==> config.mk <==
export PLATFORM = sky130hd
export DESIGN_NAME = ota_sar_ctrl
export DESIGN_NICKNAME = d
export VERILOG_FILES = /design/src/rtl/ota_sar_ctrl.sv
export SDC_FILE = /design/constraint.sdc
export NUM_CORES = 1
export LEC_CHECK = 0
export CAP_MARGIN = 20
export CORE_UTILIZATION = 30
export CTS_BUF_LIST = sky130_fd_sc_hd__clkbuf_2
export CTS_CLUSTER_SIZE = 8
export DETAILED_ROUTE_END_ITERATION = 10
export SLEW_MARGIN = 20
export SYNTH_ARGS = -nofsm -noshare
export SYNTH_HDL_FRONTEND = slang
export SYNTH_SLANG_ARGS = --single-unit
==> constraint.sdc <==
create_clock -name clk -period 2.3 [get_ports clk]
set_input_delay 0.46 -clock clk [delete_from_list [all_inputs] [get_ports clk]]
set_output_delay 0.46 -clock clk [all_outputs]
set_load 0.02 [all_outputs]
==> src/rtl/ota_sar_ctrl.sv <==
// Successive-approximation controller for the OTA output: track/hold, binary-search
// the capacitive DAC code MSB first against a synchronized comparator, return the result.
module ota_sar_ctrl #(
    parameter int WIDTH      = 8,
    parameter int SAMPLE_CYC = 4,
    parameter int SETTLE_CYC = 4
) (
    input  logic             clk,
    input  logic             rst,
    input  logic             start,
    input  logic             abort,
    input  logic             cmp_in,
    output logic             sample,
    output logic [WIDTH-1:0] dac_code,
    output logic             busy,
    output logic             done,
    output logic [WIDTH-1:0] result
);

    localparam int CNT_MAX = (SAMPLE_CYC > SETTLE_CYC) ? SAMPLE_CYC : SETTLE_CYC;
    localparam int CNT_W   = $clog2(CNT_MAX + 1);
    localparam int IDX_W   = $clog2(WIDTH);

    localparam logic [CNT_W-1:0] SAMPLE_LAST = CNT_W'(SAMPLE_CYC - 1);
    localparam logic [CNT_W-1:0] SETTLE_LAST = CNT_W'(SETTLE_CYC - 1);
    localparam logic [IDX_W-1:0] MSB_IDX     = IDX_W'(WIDTH - 1);

    typedef enum logic [1:0] {
        S_IDLE,
        S_SAMPLE,
        S_CONV,
        S_DONE
    } state_t;

    state_t           state_q, state_d;
    logic [CNT_W-1:0] cnt_q, cnt_d;
    logic [IDX_W-1:0] idx_q, idx_d;
    logic [WIDTH-1:0] trial_q, trial_d;
    logic [WIDTH-1:0] result_q, result_d;
    logic             sync1_q, sync2_q;
    logic             cmp_s;
    logic [WIDTH-1:0] bit_mask;

    assign cmp_s    = sync2_q;
    assign bit_mask = WIDTH'(1) << idx_q;
    assign result   = result_q;

    always_ff @(posedge clk or posedge rst) begin
        if (rst) begin
            sync1_q  <= 1'b0;
            sync2_q  <= 1'b0;
            state_q  <= S_IDLE;
            cnt_q    <= '0;
            idx_q    <= '0;
            trial_q  <= '0;
            result_q <= '0;
        end else begin
            sync1_q  <= cmp_in;
            sync2_q  <= sync1_q;
            state_q  <= state_d;
            cnt_q    <= cnt_d;
            idx_q    <= idx_d;
            trial_q  <= trial_d;
            result_q <= result_d;
        end
    end

    always_comb begin
        state_d  = state_q;
        cnt_d    = cnt_q;
        idx_d    = idx_q;
        trial_d  = trial_q;
        result_d = result_q;
        sample   = 1'b0;
        busy     = 1'b0;
        done     = 1'b0;
        dac_code = '0;
        case (state_q)
            S_IDLE: begin
                if (start) begin
                    state_d = S_SAMPLE;
                    cnt_d   = '0;
                    trial_d = '0;
                end
            end
            S_SAMPLE: begin
                sample = 1'b1;
                busy   = 1'b1;
                if (abort) begin
                    state_d = S_IDLE;
                end else if (cnt_q == SAMPLE_LAST) begin
                    state_d = S_CONV;
                    cnt_d   = '0;
                    idx_d   = MSB_IDX;
                end else begin
                    cnt_d = cnt_q + 1'b1;
                end
            end
            S_CONV: begin
                busy     = 1'b1;
                dac_code = trial_q | bit_mask;
                if (abort) begin
                    state_d = S_IDLE;
                end else if (cnt_q == SETTLE_LAST) begin
                    // Bit under trial is still clear in trial_q, so OR-ing keeps or drops it.
                    cnt_d   = '0;
                    trial_d = trial_q | (cmp_s ? bit_mask : '0);
                    if (idx_q == '0) begin
                        state_d  = S_DONE;
                        result_d = trial_q | (cmp_s ? bit_mask : '0);
                    end else begin
                        idx_d = idx_q - 1'b1;
                    end
                end else begin
                    cnt_d = cnt_q + 1'b1;
                end
            end
            S_DONE: begin
                done    = 1'b1;
                state_d = S_IDLE;
            end
            default: begin
                state_d = S_IDLE;
            end
        endcase
    end

endmodule

==> metrics.csv <==
stage,metric,value,unit
synth,yosys-top-cells-area,"dfrtp_1 46%, ha_1 9.8%, nor2b_1 5.3%",
die,initial_core_util,31.76,%
sta,timing.hold.ws,0.3835,ns
synth,netlist_area,1411,um2
flow_run,max_cap_violations,0,
global_routing,gr-usage-met1,18.63,%
die,die_w,70.59,um
synth,syn_area_per_cell,9.870,um2
synth,synth_seq_area_share,46.10,%
clocking,root_buffer,clkbuf_2,
sta,skew,0.01426,ns
layout,stdcell_count,226,
pwr,ir_worst_vdd,0.5008,mV
placed_design,post-place-cells,219,
route,firstDrtPassIters,7,
setup_path,cp_top_family,buffers and inverters,
sta,fin_crit,2.171,ns
synth,synth-simple-area-share,19.59,%
synth,ys_ff_latch,26,
setup_path,crit_chain,buf_4 > ha_2 > a21oi_1 > nor2b_1 > clkdlybuf4s15_1,
sta,post-route-period-util,94.38,%
sta,maxSlewViolCount,0,
global_routing,grt_overflow,0,
global_routing,grt_use_met2,23.62,%
route,first_iter_violations,98,
die,core_region_area,4444,um2
run_status,status,"finished, violations left",
global_routing,grt_pass1_wl,5589,um
synth,synth_top_area_cell,dfrtp_1,
setup_path,worstSetupEndpointType,output pin,
sta,tns,0,ns
setup_path,slowest_delay,0.43,ns
layout,syn2layout_area_growth,26.33,%
synth,synth_edf_count,0,
pwr,power.density_cell_area,891.1,nW/um2
route,num_vias,1150,
global_routing,top_usage_layer,met2,
clocking,cts_buffers,3,
setup_path,cp_max_fo,6,
clocking,clock_latency,0.38,ns
synth,synth_most_common_cell,dfrtp_1,
synth,synth.area.mux_share,4.167,%
setup_path,crit_required,1.84,ns
synth,synthArstFlopShare,100.0,%
route,drc,4,
sta,timing.fmax,460.7,MHz
layout,fillers,449,
synth,synth_top_family_by_area,simple AND/OR/NAND/NOR gates,
die,rows,24,
synth,syn-num-nets,159,
placed_design,io_buffer_count,23,
synth,synth_compound_area_share,17.55,%
global_routing,grt_max_degree,27,
placed_design,place_hpwl,2262,um
route,vias_per_cell,5.088,
synth,ys_warn_count,0,
global_routing,use_met3,3.846,%
layout,utilization,40.12,%
sta,rsz0062_at_grt,false,
clocking,cts_tree,done,
synth,synth_top_area_share,46.10,%
die,io_pins,24,
synth,synthTopCellsByCount,"26 x dfrtp_1, 12 x a21oi_1, 12 x nor2b_1, 11 x ha_1, 11 x nand2_1",
sta,worstMarginPinSlew,0.5488,ns
synth,synthAdderAreaFrac,9.752,%
sta,hold_violations,0,
die,die_h,70.59,um
route,ant_nets,0,
hold_path,hold_path_class,in2async,
clocking,path_clk_slew,0.27,ns
layout,antenna_cells,0,
layout,final_nets,191,
global_routing,grt_usage,14.04,%
setup_path,slowest_stage,dfrtp_1,
global_routing,grt_pass1_vias,1136,
run_status,violations,DRC,
synth,synth.distinct_cells,34,
setup_path,crit_arrival,1.71,ns
pwr,p_leak,0.0007907,uW
setup_path,critPathLaunchType,flop,
setup_path,critPathKind,reg2out,
route,avgRoutedWirePerCell,14.01,um
synth,syn_inst,143,
sta,maxSlewHeadroom,63.41,%
clocking,cts.path.max_buffers,2,
placed_design,gp_congestion,0.8320,
clocking,htreeDepth,1,
die,dieArea,4983,um2
synth,synth-xor-area-share,0,%
setup_path,crit_buf_inv,2,
sta,finalSetupViolCount,0,
layout,layout-drive-gt1-share,18.97,%
synth,ys.flop_type,dfrtp_1,
route,finalWirelength,3166,um
global_routing,antenna_found_initial,0,
clocking,cts.sink_count,26,
## cell type report
| cell class | instances | area, um2 | share of cell area, % |
|---|---|---|---|
| well taps | 52 | 65.06 | 3.649 |
| inverters | 6 | 22.52 | 1.263 |
| clock inverters | 1 | 30.03 | 1.684 |
| multi-input cells | 107 | 745.7 | 41.82 |
| repair buffers | 31 | 254.0 | 14.25 |
| flip-flops and latches | 26 | 650.6 | 36.49 |
| clock buffers | 3 | 15.01 | 0.8421 |
## where the power goes
part / internal [uW] / leakage, uW / switching (uW)
logic: 334 / 0.000420 / 403
registers: 509 / 0.000344 / 41.8
clock network: 149 / 0.0000266 / 152
## per-layer routing
| layer | routed length (um) | part of all wire, % | up-vias |
|---|---|---|---|
| li1 | - | - | 562 |
| met1 | 1516 | 48 | 556 |
| met2 | 1484 | 47 | 30 |
| met3 | 154 | 4.9 | 2 |
| met4 | 10 | 0.32 | 0 |
| met5 | 0 | 0 | - |
## what timing repair did
| item | 4_1_cts | 5_1_grt |
|---|---|---|
| hold buffers | 0 | 0 |
| buffers inserted | 3 | 0 |
| endpoints found under the setup margin | 9 | 9 |
| gates resized for setup | 20 | 13 |
## path summary, 6_finish.rpt
check	endpoint	slack [ns]	start	cells past startpoint
max in group asynchronous	idx_q[2]	1.65	rst	3
worst max-delay path	dac_code[7]	0.13	idx_q[0]	5
worst min register to register	cmp_s	0.38	sync1_q	0
worst min-delay path	cmp_s	0.38	rst	3
worst max register to register	state_q[1]	0.45	state_q[0]	7
min in group clk	cmp_s	0.38	sync1_q	0
## kinds of logic (layout without fill, tap and decap cells)
kind of cell	count (synthesis)	count (layout)
mux	5	5
flops	26	26
fa+ha+maj	11	11
simple gates	51	51
buf+inv	10	41
compound gates	40	40
## per-stage QoR
| step | instance area (um2) | setup slack (ns) | power, uW |
|---|---|---|---|
| after detailed placement | 1727 | 0.06198 | 1253 |
| after CTS | 1809 | -0.01329 | 1601 |
| after floorplan | 1411 | 0.4573 | 1039 |
| after global routing | 1783 | 0.02484 | 1701 |
| after global placement | 1727 | 0.1244 | 1220 |
| final | 1783 | 0.1292 | 1589 |
## cells in the final DEF (no fill, tap or decap), types with 2 or more instances in the layout
master | synthesis | layout
clkdlybuf4s50_1 | 0 | 13
mux2_2 | 2 | 2
a21oi_1 | 12 | 12
ha_2 | 0 | 4
inv_1 | 6 | 6
a31oi_1 | 3 | 3
nor3_1 | 2 | 2
o21a_1 | 4 | 4
nand2b_1 | 3 | 3
a22o_1 | 6 | 6
o21ai_1 | 7 | 7
clkdlybuf4s15_1 | 0 | 2
nor2b_1 | 12 | 11
ha_1 | 11 | 6
clkbuf_2 | 0 | 10
o21ai_0 | 4 | 4
nand2_1 | 11 | 11
nor2_1 | 10 | 10
nand3_1 | 4 | 4
dfrtp_1 | 26 | 26
buf_4 | 0 | 8
## worst reg2reg max path, delay by kind of cell, from the launching register on
family,cells,cell delay [ns]
fa+ha+maj,1,0.25
buf+inv,2,0.28
flops,1,0.46
mux,1,0.29
simple gates,3,0.51
## flip-flops by register name (all words and copies together) (netlist names)
signal	flops
result	8
state_q	2
trial_q	8
cmp_s	1
idx_q	3
cnt_q	3
sync1_q	1
Note: power is estimated with default switching activity, not from simulation.
